--- config.mk ---
export PLATFORM = sky130hd
export DESIGN_NAME = seq_alu_flat
export DESIGN_NICKNAME = d
export VERILOG_FILES = /design/src/rtl/seq_alu_if.sv /design/src/rtl/seq_alu.sv /design/src/flat_wrapper.sv
export SDC_FILE = /design/constraint.sdc
export NUM_CORES = 1
export LEC_CHECK = 0
export BUFFER_PORTS_ARGS = -buffer_cell sky130_fd_sc_hd__buf_2
export CAP_MARGIN = 20
export CORE_MARGIN = 3
export CORE_UTILIZATION = 45
export DETAILED_ROUTE_END_ITERATION = 12
export PLACE_DENSITY_LB_ADDON = 0.05
export SYNTH_ARGS = -nofsm -noshare
export SYNTH_HDL_FRONTEND = slang
export SYNTH_SLANG_ARGS = --single-unit
--- constraint.sdc ---
create_clock -name clk_i -period 2.9 [get_ports clk_i]
set_input_delay 0.145 -clock clk_i [delete_from_list [all_inputs] [get_ports clk_i]]
set_output_delay 0.145 -clock clk_i [all_outputs]
set_load 0.02 [all_outputs]
--- src/rtl/seq_alu_if.sv ---
// Operation request and result/flag bundle between the CPU datapath and seq_alu.
// The master drives the request; the slave (ALU) drives busy/done, result and flags.
interface seq_alu_if #(
    parameter int WIDTH = 8
);
    logic             start;
    logic [3:0]       select;
    logic [WIDTH-1:0] data1;
    logic [WIDTH-1:0] data2;
    logic             busy;
    logic             done;
    logic [WIDTH-1:0] result;
    logic [WIDTH-1:0] result_hi;
    logic             zero;
    logic             neg;
    logic             carry;
    logic             ovf;
    logic             illegal;

    modport master (
        output start, select, data1, data2,
        input  busy, done, result, result_hi, zero, neg, carry, ovf, illegal
    );

    modport slave (
        input  start, select, data1, data2,
        output busy, done, result, result_hi, zero, neg, carry, ovf, illegal
    );
endinterface

--- src/rtl/seq_alu.sv ---
// Multi-cycle ALU: logic/arith ops finish on the accepting edge, shifts take one cycle per bit,
// MUL is a WIDTH-step shift-add; start is ignored while busy, results and flags are registered.
module seq_alu #(
    parameter int WIDTH = 8
) (
    input  logic       clk_i,
    input  logic       rst_i,
    seq_alu_if.slave   alu
);
    localparam int SAW = $clog2(WIDTH);
    localparam int CW  = SAW + 1;

    localparam logic [3:0] OP_FWD = 4'h0;
    localparam logic [3:0] OP_ADD = 4'h1;
    localparam logic [3:0] OP_SUB = 4'h2;
    localparam logic [3:0] OP_AND = 4'h3;
    localparam logic [3:0] OP_OR  = 4'h4;
    localparam logic [3:0] OP_XOR = 4'h5;
    localparam logic [3:0] OP_SLL = 4'h6;
    localparam logic [3:0] OP_SRL = 4'h7;
    localparam logic [3:0] OP_SRA = 4'h8;
    localparam logic [3:0] OP_ROR = 4'h9;
    localparam logic [3:0] OP_MUL = 4'hA;

    typedef enum logic [1:0] {IDLE, SHIFT, MUL} state_t;

    state_t           state_q, state_d;
    logic [3:0]       op_q, op_d;
    logic [WIDTH-1:0] mcand_q, mcand_d;
    logic [WIDTH-1:0] hi_q, hi_d;
    logic [WIDTH-1:0] lo_q, lo_d;
    logic [CW-1:0]    cnt_q, cnt_d;
    logic [WIDTH-1:0] result_q, result_d;
    logic [WIDTH-1:0] result_hi_q, result_hi_d;
    logic             zero_q, zero_d;
    logic             neg_q, neg_d;
    logic             carry_q, carry_d;
    logic             ovf_q, ovf_d;
    logic             illegal_q, illegal_d;
    logic             done_q, done_d;

    logic             fin;
    logic [WIDTH-1:0] f_res;
    logic [WIDTH-1:0] f_hi;
    logic             f_carry;
    logic             f_ovf;
    logic             f_ill;
    logic [WIDTH:0]   sum_ext;
    logic [WIDTH:0]   madd;
    logic [WIDTH-1:0] sh;
    logic             sh_out;
    logic [SAW-1:0]   amt;

    always_comb begin
        state_d     = state_q;
        op_d        = op_q;
        mcand_d     = mcand_q;
        hi_d        = hi_q;
        lo_d        = lo_q;
        cnt_d       = cnt_q;
        result_d    = result_q;
        result_hi_d = result_hi_q;
        zero_d      = zero_q;
        neg_d       = neg_q;
        carry_d     = carry_q;
        ovf_d       = ovf_q;
        illegal_d   = illegal_q;
        done_d      = 1'b0;
        fin         = 1'b0;
        f_res       = '0;
        f_hi        = '0;
        f_carry     = 1'b0;
        f_ovf       = 1'b0;
        f_ill       = 1'b0;
        sum_ext     = '0;
        madd        = '0;
        sh          = '0;
        sh_out      = 1'b0;
        amt         = alu.data2[SAW-1:0];

        case (state_q)
            IDLE: begin
                if (alu.start) begin
                    case (alu.select)
                        OP_FWD: begin
                            fin   = 1'b1;
                            f_res = alu.data2;
                        end
                        OP_ADD: begin
                            sum_ext = {1'b0, alu.data1} + {1'b0, alu.data2};
                            fin     = 1'b1;
                            f_res   = sum_ext[WIDTH-1:0];
                            f_carry = sum_ext[WIDTH];
                            f_ovf   = (alu.data1[WIDTH-1] == alu.data2[WIDTH-1]) &&
                                      (sum_ext[WIDTH-1] != alu.data1[WIDTH-1]);
                        end
                        OP_SUB: begin
                            // Carry-out of a + ~b + 1 is the no-borrow flag.
                            sum_ext = {1'b0, alu.data1} + {1'b0, ~alu.data2} + (WIDTH+1)'(1);
                            fin     = 1'b1;
                            f_res   = sum_ext[WIDTH-1:0];
                            f_carry = sum_ext[WIDTH];
                            f_ovf   = (alu.data1[WIDTH-1] != alu.data2[WIDTH-1]) &&
                                      (sum_ext[WIDTH-1] != alu.data1[WIDTH-1]);
                        end
                        OP_AND: begin
                            fin   = 1'b1;
                            f_res = alu.data1 & alu.data2;
                        end
                        OP_OR: begin
                            fin   = 1'b1;
                            f_res = alu.data1 | alu.data2;
                        end
                        OP_XOR: begin
                            fin   = 1'b1;
                            f_res = alu.data1 ^ alu.data2;
                        end
                        OP_SLL, OP_SRL, OP_SRA, OP_ROR: begin
                            if (amt == '0) begin
                                fin   = 1'b1;
                                f_res = alu.data1;
                            end else begin
                                state_d = SHIFT;
                                op_d    = alu.select;
                                lo_d    = alu.data1;
                                cnt_d   = {1'b0, amt};
                            end
                        end
                        OP_MUL: begin
                            state_d = MUL;
                            mcand_d = alu.data1;
                            lo_d    = alu.data2;
                            hi_d    = '0;
                            cnt_d   = CW'(WIDTH);
                        end
                        default: begin
                            fin   = 1'b1;
                            f_ill = 1'b1;
                        end
                    endcase
                end
            end

            SHIFT: begin
                case (op_q)
                    OP_SLL: begin
                        sh     = {lo_q[WIDTH-2:0], 1'b0};
                        sh_out = lo_q[WIDTH-1];
                    end
                    OP_SRL: begin
                        sh     = {1'b0, lo_q[WIDTH-1:1]};
                        sh_out = lo_q[0];
                    end
                    OP_SRA: begin
                        sh     = {lo_q[WIDTH-1], lo_q[WIDTH-1:1]};
                        sh_out = lo_q[0];
                    end
                    default: begin
                        sh     = {lo_q[0], lo_q[WIDTH-1:1]};
                        sh_out = lo_q[0];
                    end
                endcase
                lo_d  = sh;
                cnt_d = cnt_q - CW'(1);
                if (cnt_q == CW'(1)) begin
                    state_d = IDLE;
                    fin     = 1'b1;
                    f_res   = sh;
                    f_carry = sh_out;
                end
            end

            MUL: begin
                // Product accumulates in {hi,lo}; the multiplier drains out of lo's LSB.
                madd    = lo_q[0] ? {1'b0, mcand_q} : '0;
                sum_ext = {1'b0, hi_q} + madd;
                hi_d    = sum_ext[WIDTH:1];
                lo_d    = {sum_ext[0], lo_q[WIDTH-1:1]};
                cnt_d   = cnt_q - CW'(1);
                if (cnt_q == CW'(1)) begin
                    state_d = IDLE;
                    fin     = 1'b1;
                    f_res   = lo_d;
                    f_hi    = hi_d;
                    f_carry = (hi_d != '0);
                end
            end

            default: state_d = IDLE;
        endcase

        if (fin) begin
            result_d    = f_res;
            result_hi_d = f_hi;
            zero_d      = ({f_hi, f_res} == '0);
            neg_d       = f_res[WIDTH-1];
            carry_d     = f_carry;
            ovf_d       = f_ovf;
            illegal_d   = f_ill;
            done_d      = 1'b1;
        end
    end

    always_ff @(posedge clk_i) begin
        if (rst_i) begin
            state_q     <= IDLE;
            op_q        <= '0;
            mcand_q     <= '0;
            hi_q        <= '0;
            lo_q        <= '0;
            cnt_q       <= '0;
            result_q    <= '0;
            result_hi_q <= '0;
            zero_q      <= 1'b0;
            neg_q       <= 1'b0;
            carry_q     <= 1'b0;
            ovf_q       <= 1'b0;
            illegal_q   <= 1'b0;
            done_q      <= 1'b0;
        end else begin
            state_q     <= state_d;
            op_q        <= op_d;
            mcand_q     <= mcand_d;
            hi_q        <= hi_d;
            lo_q        <= lo_d;
            cnt_q       <= cnt_d;
            result_q    <= result_d;
            result_hi_q <= result_hi_d;
            zero_q      <= zero_d;
            neg_q       <= neg_d;
            carry_q     <= carry_d;
            ovf_q       <= ovf_d;
            illegal_q   <= illegal_d;
            done_q      <= done_d;
        end
    end

    assign alu.busy      = (state_q != IDLE);
    assign alu.done      = done_q;
    assign alu.result    = result_q;
    assign alu.result_hi = result_hi_q;
    assign alu.zero      = zero_q;
    assign alu.neg       = neg_q;
    assign alu.carry     = carry_q;
    assign alu.ovf       = ovf_q;
    assign alu.illegal   = illegal_q;
endmodule

--- src/flat_wrapper.sv ---
// flat-port wrapper written by rule: the top's interface ports become plain ports
module seq_alu_flat 
#(
    parameter int WIDTH = 8
)
  (clk_i, rst_i, alu_start, alu_select, alu_data1, alu_data2, alu_busy, alu_done, alu_result, alu_result_hi, alu_zero, alu_neg, alu_carry, alu_ovf, alu_illegal);
  seq_alu_if #(.WIDTH(WIDTH)) alu_i ();
  input  logic clk_i;
  input  logic rst_i;
  input wire logic [$bits(alu_i.start)-1:0] alu_start;
  input wire logic [$bits(alu_i.select)-1:0] alu_select;
  input wire logic [$bits(alu_i.data1)-1:0] alu_data1;
  input wire logic [$bits(alu_i.data2)-1:0] alu_data2;
  output wire logic [$bits(alu_i.busy)-1:0] alu_busy;
  output wire logic [$bits(alu_i.done)-1:0] alu_done;
  output wire logic [$bits(alu_i.result)-1:0] alu_result;
  output wire logic [$bits(alu_i.result_hi)-1:0] alu_result_hi;
  output wire logic [$bits(alu_i.zero)-1:0] alu_zero;
  output wire logic [$bits(alu_i.neg)-1:0] alu_neg;
  output wire logic [$bits(alu_i.carry)-1:0] alu_carry;
  output wire logic [$bits(alu_i.ovf)-1:0] alu_ovf;
  output wire logic [$bits(alu_i.illegal)-1:0] alu_illegal;
  assign alu_i.start = alu_start;
  assign alu_i.select = alu_select;
  assign alu_i.data1 = alu_data1;
  assign alu_i.data2 = alu_data2;
  assign alu_busy = alu_i.busy;
  assign alu_done = alu_i.done;
  assign alu_result = alu_i.result;
  assign alu_result_hi = alu_i.result_hi;
  assign alu_zero = alu_i.zero;
  assign alu_neg = alu_i.neg;
  assign alu_carry = alu_i.carry;
  assign alu_ovf = alu_i.ovf;
  assign alu_illegal = alu_i.illegal;
  seq_alu #(.WIDTH(WIDTH)) u_core (.clk_i(clk_i), .rst_i(rst_i), .alu(alu_i));
endmodule
=== Yosys cells after proc, flatten, opt, wreduce, memory -nomap -nowiden ===
Cells that the tools add are included.

* Register bits: 56
* Input bits: 23

* Add/sub/neg operators: 5
* Equal/unequal tests: 25
* Mux-type cells: 44
* Bitwise operators: 5
* Reductions and logical operators: 20

{| class="wikitable"
|+ Operators by type and width
! cell !! count
|-
| $mux W8 || 11
|-
| $pmux W8 S3 || 3
|-
| $pmux W8 S7 || 1
|-
| $pmux W8 S2 || 2
|-
| $eq A4 B3 Y1 const B || 6
|-
| $add A8 B8 Y9 || 2
|-
| $eq A4 B4 Y1 const B || 4
|-
| $logic_not A16 Y1 || 1
|-
| $pmux W4 S2 || 2
|-
| $reduce_and A4 Y1 || 4
|-
| $mux W1 || 13
|-
| $reduce_or A11 Y1 || 1
|-
| $add A8 B9 Y9 || 1
|-
| $add A9 B1 Y9 const B || 1
|-
| $and A8 B8 Y8 || 1
|-
| $eq A4 B1 Y1 const B || 2
|-
| $eq A4 B2 Y1 const B || 2
|-
| $mux W4 || 2
|-
| $not A8 Y8 || 1
|-
| $or A8 B8 Y8 || 1
|-
| $pmux W1 S2 || 4
|-
| $pmux W2 S2 || 2
|-
| $reduce_bool A8 Y1 || 1
|-
| $xor A8 B8 Y8 || 1
|-
| 20 further kinds || 30
|}

=== Depth between registers and ports, before layout ===
* Depth in word-level cells: 8
* Gate-level depth with buffers: 12
* Gate-level depth less buffers: 11

=== Least setup slack after synthesis ===
OpenSTA, ideal clock, no wires.

* Path type: reg2reg
* From: register u_core.lo_q[0]
* To: register u_core.zero_q, in the netlist u_core.alu.zero
* Setup time: 115 ps
* Arrival: 2509 ps
* Required time: 2785 ps
* Setup slack: 276 ps
* Stages on the path, launching flop included: 13
* Buffers on the path: 1
* Cell sequence: dfxtp_1 > clkbuf_1 > and2_1 > ha_1 > inv_1 > fa_1 > nand2b_1 > a21oi_1 > nor4_1 > nor3_1 > a211oi_1 > o221a_2 > a31o_1

* Longest elaborated chain between the ends: 5
* Elaborated cells between the ends (all ways): 9
* Classes of those cells: add/sub: 1; mux: 7; reduce/logical: 1

{| class="wikitable"
|+ Ends and longest elaborated chain
! item !! RTL line !! text
|-
| from (decl) || seq_alu.sv:31 || <nowiki>logic [WIDTH-1:0] lo_q, lo_d;</nowiki>
|-
| from (signal assigned) || seq_alu.sv:225 || <nowiki>lo_q <= lo_d;</nowiki>
|-
| $mux W8 || seq_alu.sv:175 || <nowiki>madd = lo_q[0] ? {1'b0, mcand_q} : '0;</nowiki>
|-
| $add A8 B9 Y9 || seq_alu.sv:176 || <nowiki>sum_ext = {1'b0, hi_q} + madd;</nowiki>
|-
| $mux W8 || seq_alu.sv:180 || <nowiki>if (cnt_q == CW'(1)) begin</nowiki>
|-
| $pmux W8 S3 / $mux W8 (equally long branches) || seq_alu.sv:81 || <nowiki>case (state_q)</nowiki>
|-
| $logic_not A16 Y1 (*) || seq_alu.sv:195 || <nowiki>zero_d = ({f_hi, f_res} == '0);</nowiki>
|-
| to (signal assigned) || seq_alu.sv:229 || <nowiki>zero_q <= zero_d;</nowiki>
|-
| to (decl) || seq_alu.sv:35 || <nowiki>logic zero_q, zero_d;</nowiki>
|}

Every way passes the cells marked *; elsewhere a longest branch is shown, timed or not.
A chain may end at the register's enable or synchronous reset.

=== Worst setup path after layout ===
Ends and elaborated chain as after synthesis.

==> results by group <==
Floorplan
  • Num rows: 36
  • Die height: around 110 um
  • Total Die Area: 0.01144 mm^2
  • Placeable Area: 0.009819 mm^2
  • Die X-Extent: 106.9 um
  • IO Count: between 40 and 50
  • Starting Density: 0.4670

Worst setup path
  • CP peak stage delay: 0.32 ns
  • Critical path arrival: between 2 and 3 ns
  • Critical Path Source: u_core.lo_q[0]$_SDFFE_PP0P_
  • Setup crit end kind: flip-flop
  • Worst EP required: roughly 3.2 ns
  • Worst R2R Start: u_core.lo_q[0]$_SDFFE_PP0P_
  • Crit Path Class: flip-flop to flip-flop
  • Cell Chain, Critical Path: buf_4 -> nand2_1 -> inv_1 -> ha_1 -> a21oi_1 -> o2111ai_1 -> a21o_1 -> a21o_1 -> a211oi_1 -> buf_4 -> o221a_2 -> a31o_1
  • Reg2Reg Setup Slack: approximately 0.18 ns
  • CP startpoint kind: flip-flop
  • Slowest CP cell: dfxtp_1
  • Max FO, Critical Path: 12

Global routing
  • First-pass GRT wire length: 23,730 um
  • Total track usage: 0.2600
  • Initial antenna violation count: 0
  • Total gr overflow: 0
  • Largest net degree at the start of global routing: 53
  • Number of global-route vias before repair: roughly 4,600

Cells and area
  • Layout area overhead: 12.01%
  • Multi-input logic area: 0.003144 mm^2
  • Inserted Diodes: 0
  • FF/Latch Area: ~0.0011 mm^2
  • Final Util: 0.5231
  • Layout cell share with drive strength beyond 1: 0.1616
  • Fillcell total: about 1,000
  • Final nets: 720

Yosys
  • Yosys top cell area share: 0.2401
  • Synth async-reset ratio: 0
  • Top FF cell, synth: dfxtp_1
  • Synth warn: 0
  • Synth cell count leaders: 78 x nor2_1, 55 x dfxtp_1, 54 x a21oi_1
  • Most frequent cell after synthesis: nor2_1
  • Cell Area, Synth: between 0.004 and 0.005 mm^2
  • Top cells by area, synth: dfxtp_1 24%, ha_1 11%, nor2_1 6.4%, a21oi_1 5.9%, nand2_1 3.8%
  • Most area-hungry cell type in the Yosys netlist: dfxtp_1
  • Seq/Total Area, Yosys: 0.2401
  • #FFs+latches synth: 55
  • Mapped Nets: 673
  • Post-synth EDFFs: 0
  • Mapped Avg Cell Area: between 7 and 8 um^2
  • Syn Inst Count: approximately 600
  • Synth cell types: 79

Clock tree
  • Clock sink total: 55
  • TritonCTS clock tree: built
  • Hold_buf cts: 0
  • Cts bufs inserted: 5
  • CTS Root Cell: clkbuf_8
  • Max Root-Sink Buffers: 2
  • H-tree levels: 2
  • Clock transition at path regs: 0.09 ns
  • Clock Latency Late Sink: 0.31 ns

Hold path
  • Hold Startpoint: alu_data1[0]
  • Hold Crit Class: input pin to flip-flop

Place
  • I/O Buffers: 45
  • DP HPWL: ~11,000 um
  • GPL Wtd Cong: between 0.8 and 0.9

Pwr
  • PwrDens: roughly 400 mW/mm^2
  • Maximum vdd drop: around 0.00028 V
  • P_leak: between 2 and 2.5 nW

STA
  • Final hold vios: 0
  • RSZ-0062 raised after global routing: false
  • Setup Skew: 0.01019 ns
  • Min cycle time layout: between 2 and 3 ns
  • Crit share post-route: 0.9380
  • Worst slew margin: 0.5395
  • Worst-Margin Slew: 0.6882 ns
  • Max-slew violations: 0
  • Setup TNS: 0 ns
  • Fmax: 0.3676 GHz
  • Setup-failing EPs final: 0

Drt
  • DR iter-0 viols: around 310
  • Detailed Routing Iterations Pass 1: 5
  • Drt drc: 0
  • Via count: 4,704
  • Antenna viol nets, final: 0
  • Via density: ~6.0
  • WL per Instance: approximately 18 um
  • Wirelength, routed: between 10,000 and 15,000 um

Run
  • Total of max-cap violations: 0

Outcome
  • Status: finished, final reports clean
sequential cells by signal (all words and copies together) (netlist names), 2 cells and up:
| register | count |
|---|---|
| u_core.alu.result | 8 |
| u_core.hi_q | 8 |
| u_core.mcand_q | 8 |
| u_core.state_q | 2 |
| u_core.cnt_q | 4 |
| u_core.op_q | 4 |
| u_core.alu.result_hi | 8 |
| u_core.lo_q | 8 |
power by group:
group	switching [mW]	internal, mW
combinational	0.511	0.306
sequential	0.0510	0.812
clock	0.259	0.170
total	0.821	1.29
critical path: cells and delay by family, from the launching register on:
| family | cells | cell delay (ns) |
|---|---|---|
| fa+ha+maj | 1 | 0.29 |
| compound gates | 7 | 1.52 |
| buf+inv | 3 | 0.41 |
| flops | 1 | 0.32 |
| simple gates | 1 | 0.12 |
path summary, 6_finish.rpt:
| kind | end | cells past startpoint |
|---|---|---|
| min reg2reg | u_core.alu.illegal$_SDFFE_PP0P_ | 2 |
| max | u_core.alu.zero$_SDFFE_PP0P_ | 12 |
| min | u_core.mcand_q[0]$_SDFFE_PP0P_ | 3 |
| max reg2reg | u_core.alu.zero$_SDFFE_PP0P_ | 12 |
stage by stage:
stage                     setup slack [ns]  hold WS, ns  area [um^2]  power (mW)  cells
after floorplan                     0.2760       0.2810         4586       1.419    608
after global placement              0.2050       0.4400         5041       1.679    780
after detailed placement           0.05642       0.4483         5041       1.684    780
after CTS                           0.1614       0.1354         5126       2.115    788
after global routing               0.01656       0.1579         5136       2.238    789
final                               0.1798       0.1349         5136       2.109    789
metal layers:
metal	share of wire	wire length (um)	vias to the layer above	GRT usage
li1	-	-	2290	-
met4	0.018	256	0	0.06210
met2	0.45	6435	202	0.4069
met3	0.078	1124	18	0.04455
met1	0.46	6609	2194	0.3732
met5	0	0	-	0
final cells by class:
class	instances	share of cell area
inverter	39	0.02850
clock inverter	2	0.002436
tap	133	0.03240
sequential	55	0.2144
timing repair buffer	79	0.09598
clock buffer	6	0.01413
multi-input combinational	475	0.6122
logic make-up after synthesis:
family,share of synthesized area
AO/OA/AOI/OAI,0.2802
XOR/XNOR,0.01337
flip-flops,0.2401
buffers and inverters,0.07476
adder cells (fa/ha/maj),0.1195
AND/OR/NAND/NOR,0.2388
multiplexers,0.03329
what timing repair did:
item,in CTS,in global routing
endpoints found under the setup margin,0,5
buffers inserted,0,0
gates resized for setup,0,1
layout by cell type, fill, tap and decap left out, drive strengths merged, types with 4 or more instances in the layout:
| cell | instances |
|---|---|
| nor2 | 79 |
| buf | 79 |
| dfxtp | 55 |
| a21oi | 54 |
| nand2 | 47 |
| inv | 39 |
| ha | 39 |
| o21ai | 35 |
| nor3 | 21 |
| a22oi | 18 |
| mux2i | 13 |
| a211oi | 13 |
| and2 | 13 |
| nand3 | 12 |
| nand2b | 8 |
| xnor2 | 6 |
| nor2b | 6 |
| a22o | 6 |
| a221oi | 6 |
| a211o | 6 |
| clkbuf | 6 |
| nand3b | 5 |
| nor3b | 4 |
| o21a | 4 |
| o221ai | 4 |
| nor4 | 4 |
| or2 | 4 |
No activity file was read; power rests on OpenSTA's default activity.
